<file path="src/rtl/cayde_writeback_if.sv">
// Handshake/bus bundle for the cayde_writeback stage: execute-side request,
// data-memory load return, regfile write port, decode bypass and retire count.
interface cayde_writeback_if #(
  parameter int XLEN    = 32,
  parameter int RADDR_W = 5,
  parameter int CNT_W   = 64
);
  logic               ex_valid_in;
  logic               ex_ready_out;
  logic [RADDR_W-1:0] ex_rd_in;
  logic [XLEN-1:0]    ex_result_in;
  logic               ex_is_load_in;
  logic [2:0]         ex_funct3_in;
  logic               dmem_rvalid_in;
  logic [XLEN-1:0]    dmem_rdata_in;
  logic [RADDR_W-1:0] waddr_out;
  logic [XLEN-1:0]    wdata_out;
  logic               wen_out;
  logic               fwd_valid_out;
  logic [RADDR_W-1:0] fwd_rd_out;
  logic [XLEN-1:0]    fwd_data_out;
  logic               ld_err_out;
  logic [CNT_W-1:0]   instret_out;

  // Upstream side: execute + data memory drive, observes writeback results.
  modport master (
    output ex_valid_in, ex_rd_in, ex_result_in, ex_is_load_in, ex_funct3_in,
    output dmem_rvalid_in, dmem_rdata_in,
    input  ex_ready_out, waddr_out, wdata_out, wen_out,
    input  fwd_valid_out, fwd_rd_out, fwd_data_out, ld_err_out, instret_out
  );

  // The writeback stage itself.
  modport slave (
    input  ex_valid_in, ex_rd_in, ex_result_in, ex_is_load_in, ex_funct3_in,
    input  dmem_rvalid_in, dmem_rdata_in,
    output ex_ready_out, waddr_out, wdata_out, wen_out,
    output fwd_valid_out, fwd_rd_out, fwd_data_out, ld_err_out, instret_out
  );
endinterface

</file>
<file path="src/rtl/cayde_writeback.sv">
// Writeback stage in front of the regfile write port. Accepts completed
// instructions from execute, waits for load data when needed, aligns and
// extends it, and issues one registered regfile write per instruction, which
// is mirrored on the bypass port for decode.
// Optional feature: define CAYDE_WB_INSTRET_EN to build the retire counter;
// otherwise instret_out is tied to zero.
module cayde_writeback #(
  parameter int XLEN    = 32,
  parameter int RADDR_W = 5,
  parameter int CNT_W   = 64
) (
  input logic              clk,
  input logic              rst,
  cayde_writeback_if.slave bus
);

  typedef enum logic [1:0] {IDLE, WAIT_MEM, WRITE} state_t;

  state_t             state;
  logic [RADDR_W-1:0] ld_rd;
  logic [2:0]         ld_funct3;
  logic [1:0]         ld_off;
  logic [RADDR_W-1:0] waddr;
  logic [XLEN-1:0]    wdata;
  logic               wen;
  logic               ld_err;
  logic               accept;
  logic               acc_legal;

  // A legal load: LB/LBU any offset, LH/LHU halfword aligned, LW word aligned.
  function automatic logic load_legal(input logic [2:0] f3, input logic [1:0] off);
    case (f3)
      3'b000, 3'b100: load_legal = 1'b1;
      3'b001, 3'b101: load_legal = ~off[0];
      3'b010:         load_legal = (off == 2'b00);
      default:        load_legal = 1'b0;
    endcase
  endfunction

  // Select the byte/half addressed by off and sign- or zero-extend it.
  function automatic logic [XLEN-1:0] extract(input logic [2:0] f3, input logic [1:0] off,
                                               input logic [XLEN-1:0] word);
    logic [7:0]  b;
    logic [15:0] h;
    case (off)
      2'd0:    b = word[7:0];
      2'd1:    b = word[15:8];
      2'd2:    b = word[23:16];
      default: b = word[31:24];
    endcase
    h = off[1] ? word[31:16] : word[15:0];
    case (f3)
      3'b000:  extract = {{(XLEN-8){b[7]}}, b};
      3'b100:  extract = {{(XLEN-8){1'b0}}, b};
      3'b001:  extract = {{(XLEN-16){h[15]}}, h};
      3'b101:  extract = {{(XLEN-16){1'b0}}, h};
      default: extract = word;
    endcase
  endfunction

  assign bus.ex_ready_out = (state != WAIT_MEM);
  assign accept           = bus.ex_valid_in & bus.ex_ready_out;
  assign acc_legal        = load_legal(bus.ex_funct3_in, bus.ex_result_in[1:0]);

  // Main FSM; every write/error output is registered here.
  always_ff @(posedge clk) begin
    if (rst) begin
      state     <= IDLE;
      ld_rd     <= '0;
      ld_funct3 <= '0;
      ld_off    <= '0;
      waddr     <= '0;
      wdata     <= '0;
      wen       <= 1'b0;
      ld_err    <= 1'b0;
    end else begin
      wen    <= 1'b0;
      ld_err <= 1'b0;
      case (state)
        WAIT_MEM: begin
          // rvalid only matters here; x0 retires without touching the write port.
          if (bus.dmem_rvalid_in) begin
            state <= WRITE;
            if (ld_rd != '0) begin
              wen   <= 1'b1;
              waddr <= ld_rd;
              wdata <= extract(ld_funct3, ld_off, bus.dmem_rdata_in);
            end
          end
        end
        default: begin
          // IDLE and WRITE both take a new instruction; WRITE drains to IDLE otherwise.
          state <= IDLE;
          if (accept) begin
            if (!bus.ex_is_load_in) begin
              state <= WRITE;
              if (bus.ex_rd_in != '0) begin
                wen   <= 1'b1;
                waddr <= bus.ex_rd_in;
                wdata <= bus.ex_result_in;
              end
            end else if (!acc_legal) begin
              ld_err <= 1'b1;
            end else begin
              state     <= WAIT_MEM;
              ld_rd     <= bus.ex_rd_in;
              ld_funct3 <= bus.ex_funct3_in;
              ld_off    <= bus.ex_result_in[1:0];
            end
          end
        end
      endcase
    end
  end

  assign bus.waddr_out     = waddr;
  assign bus.wdata_out     = wdata;
  assign bus.wen_out       = wen;
  assign bus.ld_err_out    = ld_err;
  assign bus.fwd_valid_out = wen;
  assign bus.fwd_rd_out    = waddr;
  assign bus.fwd_data_out  = wdata;

`ifdef CAYDE_WB_INSTRET_EN
  logic [CNT_W-1:0] instret;

  // Count every cycle a retirement is presented (WRITE), x0 included.
  always_ff @(posedge clk) begin
    if (rst) instret <= '0;
    else if (state == WRITE) instret <= instret + 1'b1;
  end

  assign bus.instret_out = instret;
`else
  assign bus.instret_out = '0;
`endif

endmodule
</file>
<file path="src/flat_wrapper.sv">
// flat-port wrapper written by rule: the top's interface ports become plain ports
module cayde_writeback_flat 
#(
  parameter int XLEN    = 32,
  parameter int RADDR_W = 5,
  parameter int CNT_W   = 64
)
  (clk, rst, bus_ex_valid_in, bus_ex_rd_in, bus_ex_result_in, bus_ex_is_load_in, bus_ex_funct3_in, bus_dmem_rvalid_in, bus_dmem_rdata_in, bus_ex_ready_out, bus_waddr_out, bus_wdata_out, bus_wen_out, bus_fwd_valid_out, bus_fwd_rd_out, bus_fwd_data_out, bus_ld_err_out, bus_instret_out);
  cayde_writeback_if #(.XLEN(XLEN), .RADDR_W(RADDR_W), .CNT_W(CNT_W)) bus_i ();
  input logic clk;
  input logic rst;
  input wire logic [$bits(bus_i.ex_valid_in)-1:0] bus_ex_valid_in;
  input wire logic [$bits(bus_i.ex_rd_in)-1:0] bus_ex_rd_in;
  input wire logic [$bits(bus_i.ex_result_in)-1:0] bus_ex_result_in;
  input wire logic [$bits(bus_i.ex_is_load_in)-1:0] bus_ex_is_load_in;
  input wire logic [$bits(bus_i.ex_funct3_in)-1:0] bus_ex_funct3_in;
  input wire logic [$bits(bus_i.dmem_rvalid_in)-1:0] bus_dmem_rvalid_in;
  input wire logic [$bits(bus_i.dmem_rdata_in)-1:0] bus_dmem_rdata_in;
  output wire logic [$bits(bus_i.ex_ready_out)-1:0] bus_ex_ready_out;
  output wire logic [$bits(bus_i.waddr_out)-1:0] bus_waddr_out;
  output wire logic [$bits(bus_i.wdata_out)-1:0] bus_wdata_out;
  output wire logic [$bits(bus_i.wen_out)-1:0] bus_wen_out;
  output wire logic [$bits(bus_i.fwd_valid_out)-1:0] bus_fwd_valid_out;
  output wire logic [$bits(bus_i.fwd_rd_out)-1:0] bus_fwd_rd_out;
  output wire logic [$bits(bus_i.fwd_data_out)-1:0] bus_fwd_data_out;
  output wire logic [$bits(bus_i.ld_err_out)-1:0] bus_ld_err_out;
  output wire logic [$bits(bus_i.instret_out)-1:0] bus_instret_out;
  assign bus_i.ex_valid_in = bus_ex_valid_in;
  assign bus_i.ex_rd_in = bus_ex_rd_in;
  assign bus_i.ex_result_in = bus_ex_result_in;
  assign bus_i.ex_is_load_in = bus_ex_is_load_in;
  assign bus_i.ex_funct3_in = bus_ex_funct3_in;
  assign bus_i.dmem_rvalid_in = bus_dmem_rvalid_in;
  assign bus_i.dmem_rdata_in = bus_dmem_rdata_in;
  assign bus_ex_ready_out = bus_i.ex_ready_out;
  assign bus_waddr_out = bus_i.waddr_out;
  assign bus_wdata_out = bus_i.wdata_out;
  assign bus_wen_out = bus_i.wen_out;
  assign bus_fwd_valid_out = bus_i.fwd_valid_out;
  assign bus_fwd_rd_out = bus_i.fwd_rd_out;
  assign bus_fwd_data_out = bus_i.fwd_data_out;
  assign bus_ld_err_out = bus_i.ld_err_out;
  assign bus_instret_out = bus_i.instret_out;
  cayde_writeback #(.XLEN(XLEN), .RADDR_W(RADDR_W), .CNT_W(CNT_W)) u_core (.clk(clk), .rst(rst), .bus(bus_i));
endmodule
</file>
<file path="config.mk">
export PLATFORM = sky130hd
export DESIGN_NAME = cayde_writeback_flat
export DESIGN_NICKNAME = d
export VERILOG_FILES = /design/src/rtl/cayde_writeback_if.sv /design/src/rtl/cayde_writeback.sv /design/src/flat_wrapper.sv
export SDC_FILE = /design/constraint.sdc
export NUM_CORES = 1
export LEC_CHECK = 0
export ABC_CLOCK_PERIOD_IN_PS = 3000
export CAP_MARGIN = 20
export CORE_UTILIZATION = 42
export CTS_CLUSTER_SIZE = 40
export DETAILED_ROUTE_END_ITERATION = 6
export GPL_ROUTABILITY_DRIVEN = 0
export PLACE_DENSITY = 0.86
export REMOVE_ABC_BUFFERS = 1
export SKIP_CTS_REPAIR_TIMING = 1
export SYNTH_ARGS = -nofsm -noshare
export SYNTH_HDL_FRONTEND = slang
export SYNTH_SLANG_ARGS = --single-unit
</file>
<file path="constraint.sdc">
create_clock -name clk -period 3 [get_ports clk]
set_input_delay 0.9 -clock clk [delete_from_list [all_inputs] [get_ports clk]]
set_output_delay 0.9 -clock clk [all_outputs]
set_load 0.1 [all_outputs]
</file>
==> impl_metrics.json, run 1 <==
{
  "min-delay-start": "u_core.bus.fwd_data_out[11]$_SDFFE_PP0P_",
  "synthArstFlopShare_pct": 0,
  "synth_edf_count": 0,
  "ff_latch_area_um2": 1020,
  "final_common_cell": "buf_4",
  "tns_ns": 0,
  "fin_skew_ns": 0.0133,
  "peakVddDrop_uv": 331,
  "pre_cts_ws_ns": 0.163,
  "wl_um": 10500,
  "nFillCells": 807,
  "ys_types": 47,
  "layout_common_cells": "buf_4, clkdlybuf4s50_1, conb_1",
  "crit_path_max_fanout": 24,
  "worst_pin_slew_ns": 1.01,
  "worst-setup-path-type": "in -> reg",
  "max-clock-path-buffers": 2,
  "hold_depth": 2,
  "rr_endpoint": "u_core.bus.fwd_data_out[7]$_SDFFE_PP0P_",
  "rsz0062_at_grt": "no",
  "path_clk_slew_ns": 0.09,
  "cts_buffers": 5,
  "crit_path_start_kind": "input pin",
  "synthCells": 480,
  "antenna_found_initial": 0,
  "endpoint_kind": "register",
  "dieHeight_um": 96.4,
  "status": "finished, final reports clean",
  "hp-class": "reg -> reg",
  "ios": 219,
  "syn_area_per_cell_um2": 7.80,
  "power.density_nw_per_um2": 512,
  "drv_cap": 0,
  "seq_area_frac_synth_pct": 27.3,
  "cp.arrival_ns": 2.68,
  "ctsHtreeMaxLevel": 2,
  "drc": 0,
  "drtPass1Iterations": 7,
  "overflow": 0,
  "vias": 3618,
  "cts_tree": "yes",
  "slew_violations": 0,
  "rows": 34,
  "root_buffer": "clkbuf_8",
  "detail-route-antenna-nets": 0,
  "dieArea_um2": 9300,
  "fin_area_um2": 4710,
  "grt_usage_pct": 21.6,
  "r2r_cells": 5,
  "drt_iter0_drc": 159,
  "multi_input_area_um2": 2010,
  "timing.final.ws_setup_ns": 0.475,
  "finalHoldViolations": 0,
  "die_w_um": 96.4,
  "synthFlopType": "dfxtp_1",
  "syn_area_um2": 3750,
  "grt_pass1_wl_um": 15500,
  "grt_pass1_vias": 3163,
  "via_per_inst": 5.29,
  "core_um2": 8680,
  "critPathRequiredTime_ns": 3.15,
  "finalCriticalPeriod_ns": 2.52,
  "area_delta_synth_final_pct": 25.8,
  "final_nets": 652,
  "antenna_cells": 0,
  "avgRoutedWirePerCell_um": 15.3,
  "setup_violations": 0,
  "worstReg2RegStart": "u_core.ld_funct3[0]$_SDFFE_PP0P_",
  "dpl.hpwl_um": 7890,
  "period_share_pct": 84.2,
  "whs_endpoint": "u_core.bus.fwd_data_out[11]$_SDFFE_PP0P_",
  "grt_max_degree": 52,
  "place_area_um2": 4620,
  "rrSetupSlack_ns": 0.68,
  "fmax_mhz": 396,
  "drive_gt1_share_pct": 19.8,
  "insertion_delay_ns": 0.32,
  "synth_warnings": 0,
  "cts.sinks": 51,
  "relSlewSlack_pct": 32.8,
  "initial_core_util_pct": 43.2,
  "io_buffer_count": 154,
  "ys_ff_latch": 51,
  "cellLeakagePower_nw": 1.98
}
-- kinds of logic after synthesis --
| kind of cell | synth area share [%] |
|---|---|
| buffers and inverters | 25.6 |
| AO/OA/AOI/OAI | 23.3 |
| AND/OR/NAND/NOR | 14.7 |
| flip-flops | 27.3 |
| multiplexers | 9.05 |
| other | 0.100 |
-- synthesized netlist by cell type (2+ instances only) --
cell	instances	area, um^2
a211oi_1	5	37.5
a21oi_1	42	210
a311oi_2	5	75.1
a31oi_1	5	31.3
buf_1	4	15.0
buf_2	11	55.1
buf_4	104	781
buf_6	3	33.8
clkbuf_1	14	52.6
dfxtp_1	51	1020
inv_1	5	18.8
mux2_2	7	78.8
mux2i_1	26	260
nand2_1	42	158
nand2b_1	6	37.5
nand3_1	14	70.1
nor2_1	42	158
nor2_2	2	12.5
nor2b_1	2	12.5
nor3_1	9	45.0
o211ai_1	17	128
o21ai_0	31	155
o221ai_1	7	61.3
o22ai_1	2	12.5
or4_1	2	15.0
-- metal layers --
layer  global-route usage, %  up-vias  part of all wire [%]
met4                    6.74        0                   1.7
li1                        -     1702                     -
met2                    38.4      214                    50
met3                    4.07       17                   9.6
met1                    26.3     1685                    39
met5                       0        -                     0
-- area by class of cell --
class | count | area share (%)
tap | 108 | 2.87
multi-input combinational | 350 | 42.8
inverter | 6 | 0.478
sequential | 51 | 21.7
timing repair buffer | 161 | 30.4
clock inverter | 3 | 0.398
clock buffer | 5 | 1.46
-- critical path: stages --
cell and delay [ns]:
clkdlybuf4s50_1 0.43, or4_1 0.55, nor2_2 0.17, o22ai_4 0.11
buf_4 0.24, mux2i_1 0.18, a21oi_1 0.08
-- how the worst max path moves through the flow --
stage                     slack, ns                         start  cells past startpoint                                       end
after CTS                      0.49               bus_ex_rd_in[1]                      7   u_core.bus.fwd_data_out[5]$_SDFFE_PP0P_
after detailed placement       0.16               bus_ex_rd_in[1]                      7  u_core.bus.fwd_data_out[19]$_SDFFE_PP0P_
after global placement         0.19               bus_ex_rd_in[1]                      7  u_core.bus.fwd_data_out[29]$_SDFFE_PP0P_
final                          0.48               bus_ex_rd_in[1]                      7  u_core.bus.fwd_data_out[19]$_SDFFE_PP0P_
after global routing           0.38               bus_ex_rd_in[1]                      7  u_core.bus.fwd_data_out[19]$_SDFFE_PP0P_
after floorplan               -1.56  u_core.state[0]$_SDFFE_PP0P_                      6     u_core.bus.fwd_rd_out[0]$_SDFFE_PP0P_
-- power by group --
group	switching, W	total, W	internal [W]
registers	0.0000382	0.000753	0.000715
clock network	0.000243	0.000408	0.000165
logic	0.000999	0.00125	0.000254
-- registers in the layout (all words and copies together) (netlist names) --
register	count
u_core.bus.fwd_data_out	32
u_core.bus.fwd_rd_out	5
u_core.bus.fwd_valid_out	1
u_core.bus.ld_err_out	1
u_core.ld_funct3	3
u_core.ld_off	2
u_core.ld_rd	5
u_core.state	2
-- stage by stage --
step           util [%]  hold slack, ns  cells  power, W
4_1_cts            54.3           0.484    684   0.00243
2_1_floorplan         -           0.477    407   0.00173
3_3_place_gp       53.3           0.462    676   0.00201
3_5_place_dp       53.3           0.471    676   0.00202
5_1_grt            54.3           0.506    684   0.00251
6_report           54.3           0.480    684   0.00241
(Power assumes the default switching activity.)
==> inputs of run 2 (changes only) <==
--- a/config.mk
+++ b/config.mk
@@ -5,13 +5,13 @@
 export SDC_FILE = /design/constraint.sdc
 export NUM_CORES = 1
 export LEC_CHECK = 0
-export ABC_CLOCK_PERIOD_IN_PS = 3000
+export ABC_CLOCK_PERIOD_IN_PS = 2500
 export CAP_MARGIN = 20
-export CORE_UTILIZATION = 42
+export CORE_UTILIZATION = 39
 export CTS_CLUSTER_SIZE = 40
 export DETAILED_ROUTE_END_ITERATION = 6
 export GPL_ROUTABILITY_DRIVEN = 0
-export PLACE_DENSITY = 0.86
+export PLACE_DENSITY = 0.81
 export REMOVE_ABC_BUFFERS = 1
 export SKIP_CTS_REPAIR_TIMING = 1
 export SYNTH_ARGS = -nofsm -noshare
==> constraint.sdc (replaced) <==
create_clock -name clk -period 2.5 [get_ports clk]
set_input_delay 0.75 -clock clk [delete_from_list [all_inputs] [get_ports clk]]
set_output_delay 0.75 -clock clk [all_outputs]
set_load 0.1 [all_outputs]
==> impl_metrics.json, run 2 (same netlist as run 1, synthesis figures left out) <==
{
  "routed.top_layer": "met4",
  "rows": 35,
  "detail-route-antenna-nets": 0,
  "dieHeight_um": 100,
  "cts_tree": "yes",
  "insertion_delay_ns": 0.31,
  "max-clock-path-buffers": 2,
  "fin_area_um2": 4840,
  "hp-class": "reg -> reg",
  "grt_pass1_wl_um": 16900,
  "antenna_cells": 0,
  "utilization_pct": 52.1,
  "area_delta_synth_final_pct": 29.2,
  "drive_gt1_share_pct": 21.3,
  "dpl.hpwl_um": 8480,
  "core_um2": 9280,
  "ios": 219,
  "avgRoutedWirePerCell_um": 15.5,
  "status": "finished, final reports clean",
  "met2_length_um": 5480,
  "stdcell_count": 716,
  "grt_usage_pct": 21.5,
  "overflow": 0,
  "drv_cap": 0,
  "die_w_um": 100,
  "crit_path_start_kind": "input pin",
  "dpl.cell_count": 708,
  "path_cells": "clkdlybuf4s50_1 > or4_1 > nor2_2 > o22a_1 > buf_12 > a21oi_1 > a211oi_1",
  "initial_core_util_pct": 40.4,
  "setup_violations": 0,
  "max_stage_delay_ns": 0.54,
  "wl_um": 11100,
  "worst-setup-path-type": "in -> reg",
  "endpoint_kind": "register",
  "worst_pin_slew_ns": 0.660,
  "relSlewSlack_pct": 56.0,
  "grt_pass1_vias": 3355,
  "largest_reg_flops": 32,
  "cp_top_family": "simple AND/OR/NAND/NOR gates",
  "final_nets": 663,
  "crit_buf_inv": 2,
  "slew_violations": 0,
  "cts_buffers": 5,
  "vias": 3681,
  "period_share_pct": 95.5,
  "path_clk_slew_ns": 0.11,
  "finalCriticalPeriod_ns": 2.39,
  "rsz0062_at_grt": "no",
  "hold_ws_ns": 0.485,
  "critPathRequiredTime_ns": 2.72,
  "final_common_cell": "buf_4",
  "ctsHtreeMaxLevel": 2,
  "drtPass1Iterations": 5,
  "cts.sinks": 51,
  "crit_path_max_fanout": 18,
  "root_buffer": "clkbuf_8",
  "drt-met1-wl_um": 4340,
  "grt_max_degree": 57,
  "place_area_um2": 4750,
  "dieArea_um2": 10000,
  "cpMaxStageDelayCell": "or4_1",
  "io_buffer_count": 154,
  "drc": 0,
  "peakVddDrop_uv": 311,
  "fmax_mhz": 419,
  "antenna_found_initial": 0,
  "dr_wl_met3_um": 1120,
  "power.density_nw_per_um2": 608,
  "cp.arrival_ns": 2.61,
  "cellLeakagePower_nw": 2.03,
  "drt_iter0_drc": 217,
  "via_per_inst": 5.14,
  "layout_common_cells": "buf_4, clkdlybuf4s50_1, conb_1",
  "fin_skew_ns": 0.00911,
  "finalHoldViolations": 0
}
==> run 2: changes by cell type in the layout (fill, tap and decap cells not counted) <==
cell        previous run  this run
buf_4                 82        92
clkinv_2               2         0
clkinvlp_4             0         2
buf_12                 3         4
==> run 2: power breakdown <==
group	leakage, nW	internal [W]	switching [W]
combinational	1.57	0.000319	0.00121
sequential	0.417	0.000858	0.0000465
clock	0.0408	0.000201	0.000308
total	2.03	0.00138	0.00156
==> run 2: metal layers <==
metal / global-route usage (%) / up-vias
li1: - / 1728
met1: 25.8 / 1713
met2: 39.0 / 226
met3: 4.32 / 14
met4: 5.69 / 0
met5: 0 / -
==> run 2: path summary, 6_finish.rpt <==
path / startpoint / slack (ns) / depth (start not counted) / endpoint
max reg2reg: u_core.ld_off[1]$_SDFFE_PP0P_ / 0.34 / 5 / u_core.bus.fwd_data_out[20]$_SDFFE_PP0P_
min reg2reg: u_core.bus.fwd_data_out[9]$_SDFFE_PP0P_ / 0.49 / 2 / u_core.bus.fwd_data_out[9]$_SDFFE_PP0P_
min: u_core.bus.fwd_data_out[9]$_SDFFE_PP0P_ / 0.49 / 2 / u_core.bus.fwd_data_out[9]$_SDFFE_PP0P_
max: bus_ex_rd_in[2] / 0.11 / 7 / u_core.bus.fwd_data_out[4]$_SDFFE_PP0P_
==> run 2: worst min-delay path, stage by stage, from the launching register on <==
cell and delay, ns:
dfxtp_1 0.34, nand2_1 0.06, a21oi_1 0.05
==> run 2: cell type report <==
class,instances,area (um^2)
fill,905,4450
multi-input combinational,350,2010
timing repair buffer,172,1530
sequential,51,1020
tap,129,161
clock buffer,5,68.8
clock inverter,3,23.8
inverter,6,22.5
==> run 2: metrics by stage <==
| stage | power [W] | TNS, ns | worst slack, ns |
|---|---|---|---|
| after global placement | 0.00243 | -1.94 | -0.119 |
| after detailed placement | 0.00245 | -3.35 | -0.178 |
| after CTS | 0.00295 | 0 | 0.139 |
| after global routing | 0.00304 | 0 | 0.0316 |
| final | 0.00294 | 0 | 0.111 |
| after floorplan | 0.00208 | -94.60 | -2.06 |
